File: src/rtl/sop_sweep_ctrl.sv
// rtl/sop_sweep_ctrl.sv - truth-table sweep sequencer for the decoder-based SOP unit
//
// Holds an 8-bit minterm mask, steps a 3-to-8 decoder through {A,B,C} = 0..7,
// evaluates F = OR(dec_out & mask) at each step and returns the assembled truth
// table through a valid/ready handshake.
//
// Parameters:
//   STEP_CYCLES  dwell cycles per input combination (>= 1)
//   INIT_MASK    mask value loaded on reset
//
// Ports:
//   clk         in   clock, rising edge
//   rst         in   asynchronous active-high reset
//   cfg_we      in   mask write strobe (accepted in IDLE only)
//   cfg_mask    in   [7:0] new minterm mask
//   start       in   begin a sweep (accepted in IDLE only)
//   busy        out  high in SWEEP and DONE
//   abc         out  [2:0] current input combination (A = bit 2)
//   dec_out     out  [7:0] one-hot decode of abc during SWEEP, else 0
//   f           out  OR(dec_out & mask)
//   res_valid   out  truth table available (DONE)
//   res_ready   in   consumer accepts the table
//   result      out  [7:0] truth table, result[n] = F for {A,B,C} = n
//   cfg_err     out  one-cycle pulse for a mask write attempted while busy
//   ones_count  out  [3:0] popcount of result (only with SOP_ONES_COUNT_EN)
//
// Optional feature macro: SOP_ONES_COUNT_EN

module sop_sweep_ctrl #(
  parameter int         STEP_CYCLES = 1,
  parameter logic [7:0] INIT_MASK   = 8'h00
) (
  input  logic       clk,
  input  logic       rst,
  input  logic       cfg_we,
  input  logic [7:0] cfg_mask,
  input  logic       start,
  output logic       busy,
  output logic [2:0] abc,
  output logic [7:0] dec_out,
  output logic       f,
  output logic       res_valid,
  input  logic       res_ready,
  output logic [7:0] result,
  output logic       cfg_err
`ifdef SOP_ONES_COUNT_EN
  ,
  output logic [3:0] ones_count
`endif
);

  localparam int DW = (STEP_CYCLES > 1) ? $clog2(STEP_CYCLES) : 1;
  localparam logic [DW-1:0] DWELL_LAST = DW'(STEP_CYCLES - 1);

  typedef enum logic [1:0] {
    S_IDLE  = 2'd0,
    S_SWEEP = 2'd1,
    S_DONE  = 2'd2
  } state_t;

  state_t        state_q, state_d;
  logic [2:0]    abc_q, abc_d;
  logic [DW-1:0] dwell_q, dwell_d;
  logic [7:0]    result_q, result_d;
  logic [7:0]    mask_q, mask_d;
  logic          cfg_err_q, cfg_err_d;
  logic          enter_done;
  logic          sweep_start;

  always_ff @(posedge clk or posedge rst) begin
    if (rst) begin
      state_q   <= S_IDLE;
      abc_q     <= 3'd0;
      dwell_q   <= '0;
      result_q  <= 8'h00;
      mask_q    <= INIT_MASK;
      cfg_err_q <= 1'b0;
    end else begin
      state_q   <= state_d;
      abc_q     <= abc_d;
      dwell_q   <= dwell_d;
      result_q  <= result_d;
      mask_q    <= mask_d;
      cfg_err_q <= cfg_err_d;
    end
  end

  // Decoder is only active while sweeping so F reads 0 outside a sweep.
  assign dec_out   = (state_q == S_SWEEP) ? (8'b1 << abc_q) : 8'h00;
  assign f         = |(dec_out & mask_q);
  assign busy      = (state_q != S_IDLE);
  assign res_valid = (state_q == S_DONE);
  assign abc       = abc_q;
  assign result    = result_q;
  assign cfg_err   = cfg_err_q;

  always_comb begin
    state_d     = state_q;
    abc_d       = abc_q;
    dwell_d     = dwell_q;
    result_d    = result_q;
    mask_d      = mask_q;
    cfg_err_d   = 1'b0;
    enter_done  = 1'b0;
    sweep_start = 1'b0;

    // Mask writes only land in IDLE; the same-edge start then uses the new mask.
    if (cfg_we) begin
      if (state_q == S_IDLE) mask_d = cfg_mask;
      else                   cfg_err_d = 1'b1;
    end

    case (state_q)
      S_IDLE: begin
        if (start) begin
          state_d     = S_SWEEP;
          abc_d       = 3'd0;
          dwell_d     = '0;
          result_d    = 8'h00;
          sweep_start = 1'b1;
        end
      end
      S_SWEEP: begin
        if (dwell_q == DWELL_LAST) begin
          dwell_d         = '0;
          result_d[abc_q] = f;
          if (abc_q == 3'd7) begin
            state_d    = S_DONE;
            enter_done = 1'b1;
          end else begin
            abc_d = abc_q + 3'd1;
          end
        end else begin
          dwell_d = dwell_q + DW'(1);
        end
      end
      S_DONE: begin
        if (res_ready) state_d = S_IDLE;
      end
      default: state_d = S_IDLE;
    endcase
  end

`ifdef SOP_ONES_COUNT_EN
  logic [3:0] ones_q;

  // Captured from the final table as DONE is entered, cleared on the next start.
  always_ff @(posedge clk or posedge rst) begin
    if (rst) begin
      ones_q <= 4'd0;
    end else if (sweep_start) begin
      ones_q <= 4'd0;
    end else if (enter_done) begin
      ones_q <= 4'($countones(result_d));
    end
  end

  assign ones_count = ones_q;
`else
  // Without the popcount feature the sweep-start and DONE-entry strobes have no
  // consumer; fold them into a dead signal so they stay referenced.
  logic unused_strobes;
  assign unused_strobes = enter_done ^ sweep_start;
`endif

endmodule

File: config.mk
export PLATFORM = sky130hd
export DESIGN_NAME = sop_sweep_ctrl
export DESIGN_NICKNAME = d
export VERILOG_FILES = /design/src/rtl/sop_sweep_ctrl.sv
export SDC_FILE = /design/constraint.sdc
export NUM_CORES = 1
export LEC_CHECK = 0
export ABC_AREA = 0
export BUFFER_PORTS_ARGS = -buffer_cell sky130_fd_sc_hd__buf_2
export CORE_MARGIN = 2
export CORE_UTILIZATION = 45
export CTS_CLUSTER_SIZE = 16
export DETAILED_ROUTE_END_ITERATION = 6
export MAX_ROUTING_LAYER = met4
export PLACE_DENSITY_LB_ADDON = 0.1
export SLEW_MARGIN = 20
export SYNTH_ARGS = -nofsm -noshare
export SYNTH_HDL_FRONTEND = slang
export SYNTH_SLANG_ARGS = --single-unit
File: constraint.sdc
create_clock -name clk -period 1.73 [get_ports clk]
set_input_delay 0.173 -clock clk [delete_from_list [all_inputs] [get_ports clk]]
set_output_delay 0.173 -clock clk [all_outputs]
set_load 0.005 [all_outputs]
## After elaboration in Yosys (flattened, before gate mapping)

Index checks and enable logic that the tools add are counted.

- Flip-flop bits (word level): 23
- Input port bits: 13

- $add $sub $neg: 2
- Order comparisons: 2
- Equal/unequal tests: 8
- Shift operators: 1
- Muxes and demuxes: 21
- Bitwise operators: 1
- Reduce and logical (&&, ||, !) cells: 10

Operators by type and width:

| cell | number |
|---|---|
| $mux 8 | 3 |
| $pmux 8 s2 | 1 |
| $mux 3 | 3 |
| $and 8x8->8 | 1 |
| $bwmux 8 | 1 |
| $mux 2 | 4 |
| $reduce_and 4->1 | 2 |
| $reduce_or 8->1 | 1 |
| $shl 1x3->8 const A | 1 |
| $ne 2x2->1 const B | 3 |
| $pmux 2 s3 | 1 |
| $pmux 3 s2 | 1 |
| $mux 1 | 5 |
| $lt 3x4->1 const B | 1 |
| $ne 2x1->1 const B | 2 |
| $reduce_and 2->1 | 2 |
| $reduce_bool 2->1 | 2 |
| $add 3x1->3 const B | 1 |
| $demux 1 s3 | 1 |
| $eq 3x3->1 const B | 1 |
| $ge 3x1->1 const B | 1 |
| $reduce_and 3->1 | 1 |
| $eq 2x1->1 const B | 1 |
| $eq 2x2->1 const B | 1 |
| 4 further kinds | 4 |

## Depth between registers and ports, before layout

Gate-level depths: netlist of run 1.

- Depth after elaboration: 7
- Mapped depth: 6
- Depth with buffers taken out: 5

## Worst setup path after synthesis of run 1

No wires, ideal clock.

- Path type: reg-to-reg
- Start point: register abc_q[1], in the netlist abc[1]
- End point: register result_q[7], in the netlist result[7]
- Arrival time: 1,574 ps
- Slack: 10 ps
- Cell stages (with the launch flop): 6
- Path buffers: 0
- Clock period less this slack: 1,720 ps
- Cell sequence: dfrtp_1 ha_1 ha_1 a22o_1 nor3_1 a41oi_1

- Word-level cells in the longest chain between the ends: 7
- Elaborated cells on any way between the ends: 12

RTL lines:

| item | RTL line | RTL |
|---|---|---|
| start: declaration | 62 | `logic [2:0] abc_q, abc_d;` |
| start signal: assignment | 73 | `abc_q <= 3'd0;` |
| start signal: assignment | 80 | `abc_q <= abc_d;` |
| $lt 3x4->1 (not written as such) (tied with other cells) | 126 | `result_d[abc_q] = f;` |
| $logic_and 1x1->1 (not written as such) or $mux 8 (tied branches) | 126, 89 |  |
| $mux 1 (not written as such) or $and 8x8->8 (tied branches) | 126, 90 |  |
| $demux 1 s3 or $reduce_or 8->1 (tied branches) | 126, 90 |  |
| $bwmux 8 * | 126 |  |
| $mux 8 * | 124 | `if (dwell_q == DWELL_LAST) begin` |
| $pmux 8 s2 * | 113 | `case (state_q)` |
| end signal: assignment | 82 | `result_q <= result_d;` |
| end: declaration | 64 | `logic [7:0] result_q, result_d;` |

Every way passes the cells marked *; elsewhere a longest branch is shown, timed or not. The select of a mux whose other input is x is not followed.
A chain may end at the register's enable or synchronous reset.

## Worst setup path after layout of run 1

- Start point: register abc_q[0], in the netlist abc[0]
- End point: output port f

- Word-level cells in the longest chain between the ends: 4

RTL lines:

| item | RTL line | RTL |
|---|---|---|
| $shl 1x3->8 | 89 | `assign dec_out = (state_q == S_SWEEP) ? (8'b1 << abc_q) : 8'h00;` |
| $mux 8 | 89 |  |
| $and 8x8->8 | 90 | `assign f = \|(dec_out & mask_q);` |
| $reduce_or 8->1 | 90 |  |
| end: declaration | 41 | `output logic f,` |

Every way passes these cells.

==> results of run 1 <==
## critical path, cell delays in order, from the launching register on
cell     delay [ns]
dfrtp_2        0.48
ha_4           0.18
ha_2           0.16
buf_4          0.14
a22oi_2        0.18
a21oi_2        0.07
buf_2          0.13
## synthesized netlist by cell type
library cell  count
a21o_1            1
a21oi_1           2
a22o_1            1
a22oi_1           9
a31oi_1           6
a32o_1            1
a32oi_1           2
a41oi_1           2
and2_1            2
and2_2            1
and2b_2           1
and3_1            6
and3b_2           1
buf_2             2
buf_6             1
dfrtp_1          22
ha_1              6
inv_1             7
mux2_2            8
mux2i_1           1
nand2_1           1
nand2b_1          2
nor2_1            1
nor2_8            1
nor2b_1           3
nor3_1            2
nor3b_1           1
o21ai_2           1
o22ai_1           2
or2_2             1
or3b_1            1
## where the power goes
part,internal [mW],switching (mW)
registers,0.755,0.194
logic,0.951,0.865
clock network,0.0813,0.153
## metrics by stage
stage	utilization	setup TNS, ns	instance area (µm²)
after floorplan	-	0	1140
after global routing	0.645	-1.65	1570
after detailed placement	0.572	0	1390
after CTS	0.611	-0.125	1490
final	0.645	-0.111	1570
after global placement	0.572	0	1390
## what timing repair did
item | CTS | global route
gates resized for setup | 12 | 11
endpoints found under the setup margin | 2 | 9
pin swaps | 2 | 4
hold buffers | 1 | 0
endpoints found under the hold margin | 8 | 0
setup buffers | 3 | 4
## final cells by class
class                           instances  area, µm²  share of cell area
Multi-Input combinational cell         66        619               0.395
Inverter                                7       31.3              0.0199
Sequential cell                        22        553               0.352
Tap cell                               30       37.5              0.0239
Timing Repair Buffer                   51        305               0.195
Clock buffer                            3       22.5              0.0144
## how the worst max path moves through the flow
stage	slack, ns	end	start
after CTS	-0.13	f	abc[1]
after detailed placement	0.08	f	abc[1]
after floorplan	0.01	result[7]	abc[1]
after global placement	0.15	f	abc[1]
after global routing	-0.18	f	abc[1]
final	-0.1	f	abc[0]
## sequential cells by signal, summed over array words and instances (netlist names)
register	count
cfg_err	1
result	8
mask_q	8
abc	3
state_q	2
## kinds of logic after synthesis
group,synth area share
compound gates,0.174
simple gates,0.147
flops,0.484
buf+inv,0.0418
mux,0.0879
fa+ha+maj,0.0659
## per-layer routing
metal  up-vias  track usage  wire length (µm)
li1        470            -                 -
met1       446        0.238              1130
met2        22        0.357              1360
met3         2       0.0328                95
met4         0       0.0625                17
met5         -            -                 0
==> metrics.txt, run 1 <==
final layout net count=170; RD Place Congestion=0.855; maximum vdd drop=roughly 1100 µV; routed len/inst=14.5 µm; chip width=54.3 µm; unrepaired setup endpoints after global routing=yes; Design Power=3.00 mW; flops & latches, synth=22; Avg Cell Area, Syn=11.6 µm²; Leak Pwr=around 0.79 nW; 1st-iter DRT viols=13; IO Port Bufs=35; DP HPWL=between 1500 and 2000 µm; Critical Path AT=1.66 ns; fin. max-slew vios=0; Critical Path Sink Type=primary output; Area Overhead vs Synth=37.8%; clock skew=0.00969 ns; fmax=547 MHz; hold crit path type=input pin to register; outcome=finished, violations left; RR Endpoint=result[7]; vias in the first global route=907; Post-Place Cells=approximately 170; syn nets=117; IO Count=36; critical path type=register to primary output; Hold WS=between 0.09 and 0.1 ns; hold wc startpoint=cfg_mask[7]; failing checks=setup timing; row count=18; Final Critical Period=1.83 ns; worst hold path cell count=2; H-Tree Level Count=1; crit start category=register; Hold EP=mask_q[7]; share of layout cells above drive strength 1=0.550; GRT overflow=0; clock tree buffer depth=2; DR DRC count=0; Synth area leader=dfrtp_1; Die H=roughly 54 µm; largest net degree at the start of global routing=15; worst-skew pair later-pin latency=around 0.31 ns; All-Layer GR Usage=0.204; RR Startpoint=abc[0]; Max Cap Viol=0; DRT Wirelength=about 2600 µm; fin crit share=1.06; Via density=~5.3; final setup violation count=2; share of the synthesized area in the top cell type=0.484; Synth area leaders=dfrtp_1, mux2_2, ha_1; clock transition at the registers of the reported paths=0.12 ns; instance count of the mapped netlist=98; slew margin rel.=0.653; R2R depth=7; Starting Density=0.468; commonest non-fill, non-tap cell in the layout=buf_2; Layout fillers=around 210; Final ANT Viol Nets=0; TritonCTS Sinks=22; commonest cells after routing, fill and taps aside=buf_2, dfrtp_1, buf_4; CTS root buf=clkbuf_4; CTS tree=done; Antenna Cells=0; Cell variety after synth=31; vias=940; die outline area=2950 µm²; initial antenna violation count=0; Slew @ Worst Pin=0.520 ns; reg2reg setup slack=-0.01 ns; Mapped Area=1140 µm²; Seq/Total Area, Yosys=0.484; Core Footprint=2430 µm²; count of final hold-check violations=0; 1st-pass router iterations=3; Pwr Density=1910 nW/µm²; worst-path fanout max=4; first-pass GRT wire length=4200 µm; post-route insts no fill=179; Yosys warnings=0; pre-CTS setup slack=0.0830 ns; Num CTS Buffers=3; worst path required time=roughly 1.6 ns; slack of the critical path=-0.0987 ns
(Power assumes the default switching activity.)
==> run 2, diff against run 1 <==
--- a/config.mk
+++ b/config.mk
@@ -7,7 +7,7 @@
 export LEC_CHECK = 0
 export ABC_AREA = 0
 export BUFFER_PORTS_ARGS = -buffer_cell sky130_fd_sc_hd__buf_2
-export CORE_MARGIN = 2
+export CORE_MARGIN = 3
 export CORE_UTILIZATION = 45
 export CTS_CLUSTER_SIZE = 16
 export DETAILED_ROUTE_END_ITERATION = 6
==> run 2 against run 1 <==
Net effect: clock power grew 21%; combinational power barely moved; largest power group unchanged; critical path type unchanged; first-iteration DRC count increased by 7.7%; the run still ends with setup timing left; final cell count down 1.1%; core utilization grew 5.2 points; sequential share of layout area is 0.72 points lower; total power up 2.8%; wire length rose by 7.3%.
==> metrics.txt, run 2 (synthesis gave the netlist of run 1 again) <==
outcome=finished, violations left (unchanged); failing checks=setup timing (unchanged); final instance area=1600 µm² (was 1570 µm²); beginning of the critical path=abc[1] (was abc[0]); fin. max-slew vios=0 (unchanged); Critical Path AT=1.69 ns (was 1.66 ns); critical path type=register to primary output (unchanged); Antenna Cells=0 (unchanged); TritonCTS Sinks=22 (unchanged); CTS root buf=clkbuf_4 (unchanged); initial antenna violation count=0 (unchanged); maximum vdd drop=1140 µV (about the same); clock transition at the registers of the reported paths=0.13 ns (was 0.12 ns); Pwr Density=1930 nW/µm² (was 1910 nW/µm²); clock share of power=0.092 (was 0.078); H-Tree Level Count=1 (unchanged); worst-path fanout max=5 (was 4); sequential cell area=553 µm² (unchanged); 1st-iter DRT viols=14 (was 13); clock tree buffer depth=2 (unchanged); commonest cells after routing, fill and taps aside=buf_2, dfrtp_1, buf_4 (unchanged); DR DRC count=0 (unchanged); IO Count=36 (unchanged); hold crit path type=input pin to register (unchanged); unrepaired setup endpoints after global routing=yes (unchanged); Via density=5.52 (was 5.25); DP HPWL=1900 µm (about the same); Critical Path Sink Type=primary output (unchanged); Final Critical Period=1.86 ns (was 1.83 ns); area of the multi-input gates=648 µm² (was 619 µm²); RR Startpoint=abc[1] (was abc[0]); Slew @ Worst Pin=0.494 ns (was 0.520 ns); vias in the first global route=1,043 (was 907); Die H=56.3 µm (was 54.3 µm); 1st-pass router iterations=4 (was 3); GRT overflow=0 (unchanged); commonest non-fill, non-tap cell in the layout=buf_2 (unchanged); slowest CP cell=dfrtp_2 (unchanged); Post-Place Cells=166 (was 168); Power Internal=1.82 mW (was 1.79 mW); chip width=56.3 µm (was 54.3 µm); worst-skew pair later-pin latency=0.31 ns (about the same); CP top delay family=flip-flops (unchanged); CTS tree=done (unchanged); largest net degree at the start of global routing=23 (was 15); final layout net count=169 (was 170); Max Cap Viol=0 (unchanged); post-route insts no fill=177 (was 179); first-pass GRT wire length=4860 µm (was 4200 µm); hold wc startpoint=cfg_mask[7] (unchanged); vias=977 (was 940); share of layout cells above drive strength 1=0.564 (was 0.550); delay of the slowest cell on the worst path=0.50 ns (was 0.48 ns); crit start category=register (unchanged); die outline area=3170 µm² (was 2950 µm²); worst path required time=1.56 ns (about the same); Leak Pwr=0.799 nW (was 0.794 nW); Layout fillers=187 (was 211); Comb power frac=0.592 (was 0.605); count of final hold-check violations=0 (unchanged); Starting Density=0.496 (was 0.468); Net Sw Frac=0.410 (was 0.404); crit-path cells=inv_4 -> ha_4 -> a22oi_2 -> a32o_2 -> a21oi_2 -> buf_2 (was ha_4 -> ha_2 -> buf_4 -> a22oi_2 -> a21oi_2 -> buf_2); DRT Wirelength=2790 µm (was 2600 µm); Final ANT Viol Nets=0 (unchanged); slew margin rel.=0.670 (was 0.653); sequential power share=0.315 (was 0.317); placed inst area=1390 µm² (about the same); Core Footprint=2300 µm² (was 2430 µm²); routed len/inst=15.8 µm (was 14.5 µm); Num CTS Buffers=3 (unchanged); slack of the critical path=-0.128 ns (was -0.0987 ns); RD Place Congestion=0.882 (was 0.855); worst path buffer plus inverter count=2 (unchanged); row count=17 (was 18); final setup violation count=7 (was 2); IO Port Bufs=35 (unchanged); Switching Power=1.26 mW (was 1.21 mW); Area Overhead vs Synth=40.7% (was 37.8%); fin crit share=1.07 (was 1.06); clock skew=0.00903 ns (was 0.00969 ns); fmax=538 MHz (was 547 MHz); All-Layer GR Usage=0.197 (was 0.204)
[run 2: changes by cell type in the layout (fill, tap and decap cells not counted)]
cell,before,now
a41oi_2,0,1
nor3_1,2,1
ha_4,4,5
a22oi_2,3,2
a31oi_2,1,0
a41oi_1,2,1
a22oi_1,6,7
buf_4,13,12
nor3_2,0,1
ha_1,1,0
a31oi_4,0,1
clkbuf_8,0,1
[run 2: per-layer routing]
metal / vias up / track usage / wire length (µm)
met1: 476 / 0.241 / 1190
met5: - / - / 0
met4: 0 / 0.0644 / 58
met3: 6 / 0.0230 / 104
met2: 25 / 0.337 / 1440
li1: 470 / - / -
[run 2: worst reg2reg max path, cell delays in order, from the launching register on]
cell and delay, ns:
dfrtp_2 0.50, ha_4 0.19, buf_4 0.13, ha_4 0.16, a22o_1 0.22, nor3_2 0.18
buf_4 0.17, a31oi_1 0.08
[run 2: cell type report]
| class | count | area share |
|---|---|---|
| Multi-Input combinational cell | 66 | 0.405 |
| Timing Repair Buffer | 50 | 0.186 |
| Tap cell | 28 | 0.0219 |
| Clock buffer | 4 | 0.0227 |
| Sequential cell | 22 | 0.345 |
| Inverter | 7 | 0.0195 |
[run 2: timing repair]
item,CTS,global route
buffers inserted,6,1
endpoints found under the setup margin,2,17
hold buffers,1,0
pin swaps,3,10
resized for setup,20,6
endpoints found under the hold margin,22,0
[run 2: stage by stage]
step / TNS (ns) / hold WS [ns] / utilization / setup WS [ns] / total power [mW]
global route: -1.40 / 0.0655 / 0.697 / -0.212 / 3.36
CTS: -0.116 / 0.0845 / 0.678 / -0.116 / 2.94
detailed placement: 0 / 0.225 / 0.604 / 0.0983 / 2.39
global placement: 0 / 0.221 / 0.604 / 0.145 / 2.37
floorplan: 0 / 0.162 / - / 0.00975 / 1.84
finish: -0.161 / 0.0862 / 0.697 / -0.128 / 3.08
[run 2: path summary, 6_finish.rpt]
check,to,slack (ns),depth (start not counted)
max in group asynchronous,abc[0],1.06,4
min,mask_q[7],0.09,2
max,f,-0.13,6
min reg2reg,mask_q[4],0.52,1
max reg2reg,result[3],-0.01,7
min in group asynchronous,abc[1],0.44,4
[run 2: power by group through the flow]
stage	clock (mW)	combinational [mW]	sequential (mW)
final	0.284	1.83	0.973
after global routing	0.323	2.03	1.01
after CTS	0.291	1.69	0.961
after detailed placement	0	1.46	0.927
after global placement	0	1.45	0.915
after floorplan	0	0.914	0.926
==> run 3, diff against run 2 <==
--- a/config.mk
+++ b/config.mk
@@ -13,6 +13,7 @@
 export DETAILED_ROUTE_END_ITERATION = 6
 export MAX_ROUTING_LAYER = met4
 export PLACE_DENSITY_LB_ADDON = 0.1
+export REMOVE_ABC_BUFFERS = 1
 export SLEW_MARGIN = 20
 export SYNTH_ARGS = -nofsm -noshare
 export SYNTH_HDL_FRONTEND = slang
==> run 3 against run 2 <==
Net effect: via count shrank 0.31%; core utilization is the same; the flow still finishes with violations (setup timing); non-clock buffer count shrank 2; register-to-register slack gained 0.10 ns; sequential power is essentially flat; hold slack lost 0.019 ns.
==> metrics.txt, run 3 (synthesis gave the netlist of run 1 again) <==
fin crit share=1.07 (about the same); clock transition at the registers of the reported paths=0.13 ns (about the same); crit start category=register (unchanged); Slew @ Worst Pin=0.353 ns (was 0.494 ns); commonest non-fill, non-tap cell in the layout=buf_2 (unchanged); clock tree buffer depth=2 (unchanged); commonest cells after routing, fill and taps aside=buf_2, dfrtp_1, buf_4 (unchanged); GRT overflow=0 (unchanged); fin. max-slew vios=0 (unchanged); slack of the critical path=-0.121 ns (was -0.128 ns); DR DRC count=0 (unchanged); RD Place Congestion=0.791 (was 0.882); Design Power=3.20 mW (was 3.08 mW); worst path required time=1.56 ns (about the same); fmax=540 MHz (was 538 MHz); CTS root buf=clkbuf_4 (unchanged); 1st-iter DRT viols=8 (was 14); Fin Setup TNS=-0.121 ns (was -0.161 ns); post-route insts no fill=175 (was 177); largest net degree at the start of global routing=23 (unchanged); Power Internal=1.94 mW (was 1.82 mW); R2R depth=6 (was 7); final setup violation count=1 (was 7); Die H=56.3 µm (unchanged); Num CTS Buffers=3 (unchanged); count of final hold-check violations=0 (unchanged); Core Footprint=2300 µm² (unchanged); sequential power share=0.304 (was 0.315); clock share of power=0.128 (was 0.092); failing checks=setup timing (unchanged); delay of the slowest cell on the worst path=0.49 ns (was 0.50 ns); unrepaired setup endpoints after global routing=yes (unchanged); H-Tree Level Count=1 (unchanged); Util after Layout=0.697 (unchanged); Antenna Cells=0 (unchanged); vias in the first global route=1,023 (was 1,043); TritonCTS Sinks=22 (unchanged); Via density=5.57 (was 5.52); share of layout cells above drive strength 1=0.565 (was 0.564); IO Port Bufs=35 (unchanged); Area Overhead vs Synth=40.7% (unchanged); worst hold path cell count=2 (unchanged); Critical Path AT=1.68 ns (was 1.69 ns); worst-skew pair later-pin latency=0.32 ns (was 0.31 ns); die outline area=3170 µm² (unchanged); IO Count=36 (unchanged); DP HPWL=2020 µm (was 1900 µm); row count=17 (unchanged); clock skew=0.00464 ns (was 0.00903 ns); Layout fillers=174 (was 187); critical path type=register to primary output (unchanged); All-Layer GR Usage=0.204 (was 0.197); Comb power frac=0.567 (was 0.592); final layout net count=167 (was 169); CTS tree=done (unchanged); vias=974 (was 977); DRT Wirelength=2880 µm (was 2790 µm); Post-Place Cells=166 (unchanged); Net Sw Frac=0.394 (was 0.410); Starting Density=0.496 (unchanged); slowest CP cell=dfrtp_2 (unchanged); first-pass GRT wire length=4930 µm (was 4860 µm); maximum vdd drop=1080 µV (was 1140 µV); Hold WS=0.0668 ns (was 0.0862 ns); 1st-pass router iterations=4 (unchanged); chip width=56.3 µm (unchanged); routed len/inst=16.5 µm (was 15.8 µm); outcome=finished, violations left (unchanged); Pwr Density=2000 nW/µm² (was 1930 nW/µm²); slew margin rel.=0.765 (was 0.670); hold crit path type=input pin to register (unchanged); Switching Power=1.26 mW (about the same); Final Critical Period=1.85 ns (was 1.86 ns); worst-path fanout max=3 (was 5); Final ANT Viol Nets=0 (unchanged); initial antenna violation count=0 (unchanged); crit-path cells=buf_12 -> ha_4 -> a22oi_2 -> a32o_2 -> a21oi_1 -> buf_2 (was inv_4 -> ha_4 -> a22oi_2 -> a32o_2 -> a21oi_2 -> buf_2); Critical Path Sink Type=primary output (unchanged); Leak Pwr=0.798 nW (was 0.799 nW); Max Cap Viol=0 (unchanged)
[run 3: repair_timing]
action | in CTS | in global routing
gates resized for setup | 20 | 6
pin swaps | 4 | 0
buffers inserted | 5 | 0
endpoints found under the setup margin | 2 | 6
cloned | 0 | 0
hold endpoints to repair | 22 | 0
hold buffers | 1 | 0
[run 3: power by group through the flow]
stage	clock network, mW	logic, mW	registers [mW]
final	0.410	1.81	0.974
after global routing	0.439	1.99	1.01
after CTS	0.416	1.76	0.963
after detailed placement	0	1.48	0.939
after global placement	0	1.44	0.921
after floorplan	0	0.859	0.940
[run 3: worst max-delay path: cells and delay by family, from the launching register on]
kind / cells / cell delay (ns)
AOI/OAI and AO/OA: 3 / 0.43
DFF: 1 / 0.49
buffers and inverters: 2 / 0.28
adders and majority gates: 1 / 0.16
[run 3: path summary, 6_finish.rpt]
| path | from | endpoint | slack [ns] |
|---|---|---|---|
| worst max-delay path | abc[0] | f | -0.12 |
| worst min-delay path | cfg_we | cfg_err | 0.07 |
| worst max register to register | abc[0] | result[6] | 0.09 |
| worst min register to register | mask_q[0] | mask_q[0] | 0.53 |
| max in group asynchronous | rst | abc[1] | 1.07 |
| min in group asynchronous | rst | cfg_err | 0.40 |
[run 3: cell type report]
type / count / area, µm² / share of cell area
Multi-Input combinational cell: 66 / 629 / 0.393
Clock inverter: 1 / 30.0 / 0.0187
Timing Repair Buffer: 48 / 300 / 0.187
Tap cell: 28 / 35.0 / 0.0219
Inverter: 7 / 31.3 / 0.0195
Sequential cell: 22 / 553 / 0.345
Clock buffer: 3 / 22.5 / 0.0141
[run 3: metal layers]
layer / share of wire / global-route usage / vias up
li1: - / - / 467
met1: 0.41 / 0.234 / 474
met2: 0.54 / 0.364 / 28
met3: 0.037 / 0.0345 / 5
met4: 0.015 / 0.0610 / 0
met5: 0 / - / -
[run 3: through the flow]
| step | area (µm²) | setup WS, ns |
|---|---|---|
| 5_1_grt | 1600 | -0.183 |
| 3_5_place_dp | 1390 | 0.105 |
| 2_1_floorplan | 1120 | 0.00366 |
| 6_report | 1600 | -0.121 |
| 3_3_place_gp | 1390 | 0.139 |
| 4_1_cts | 1570 | -0.124 |
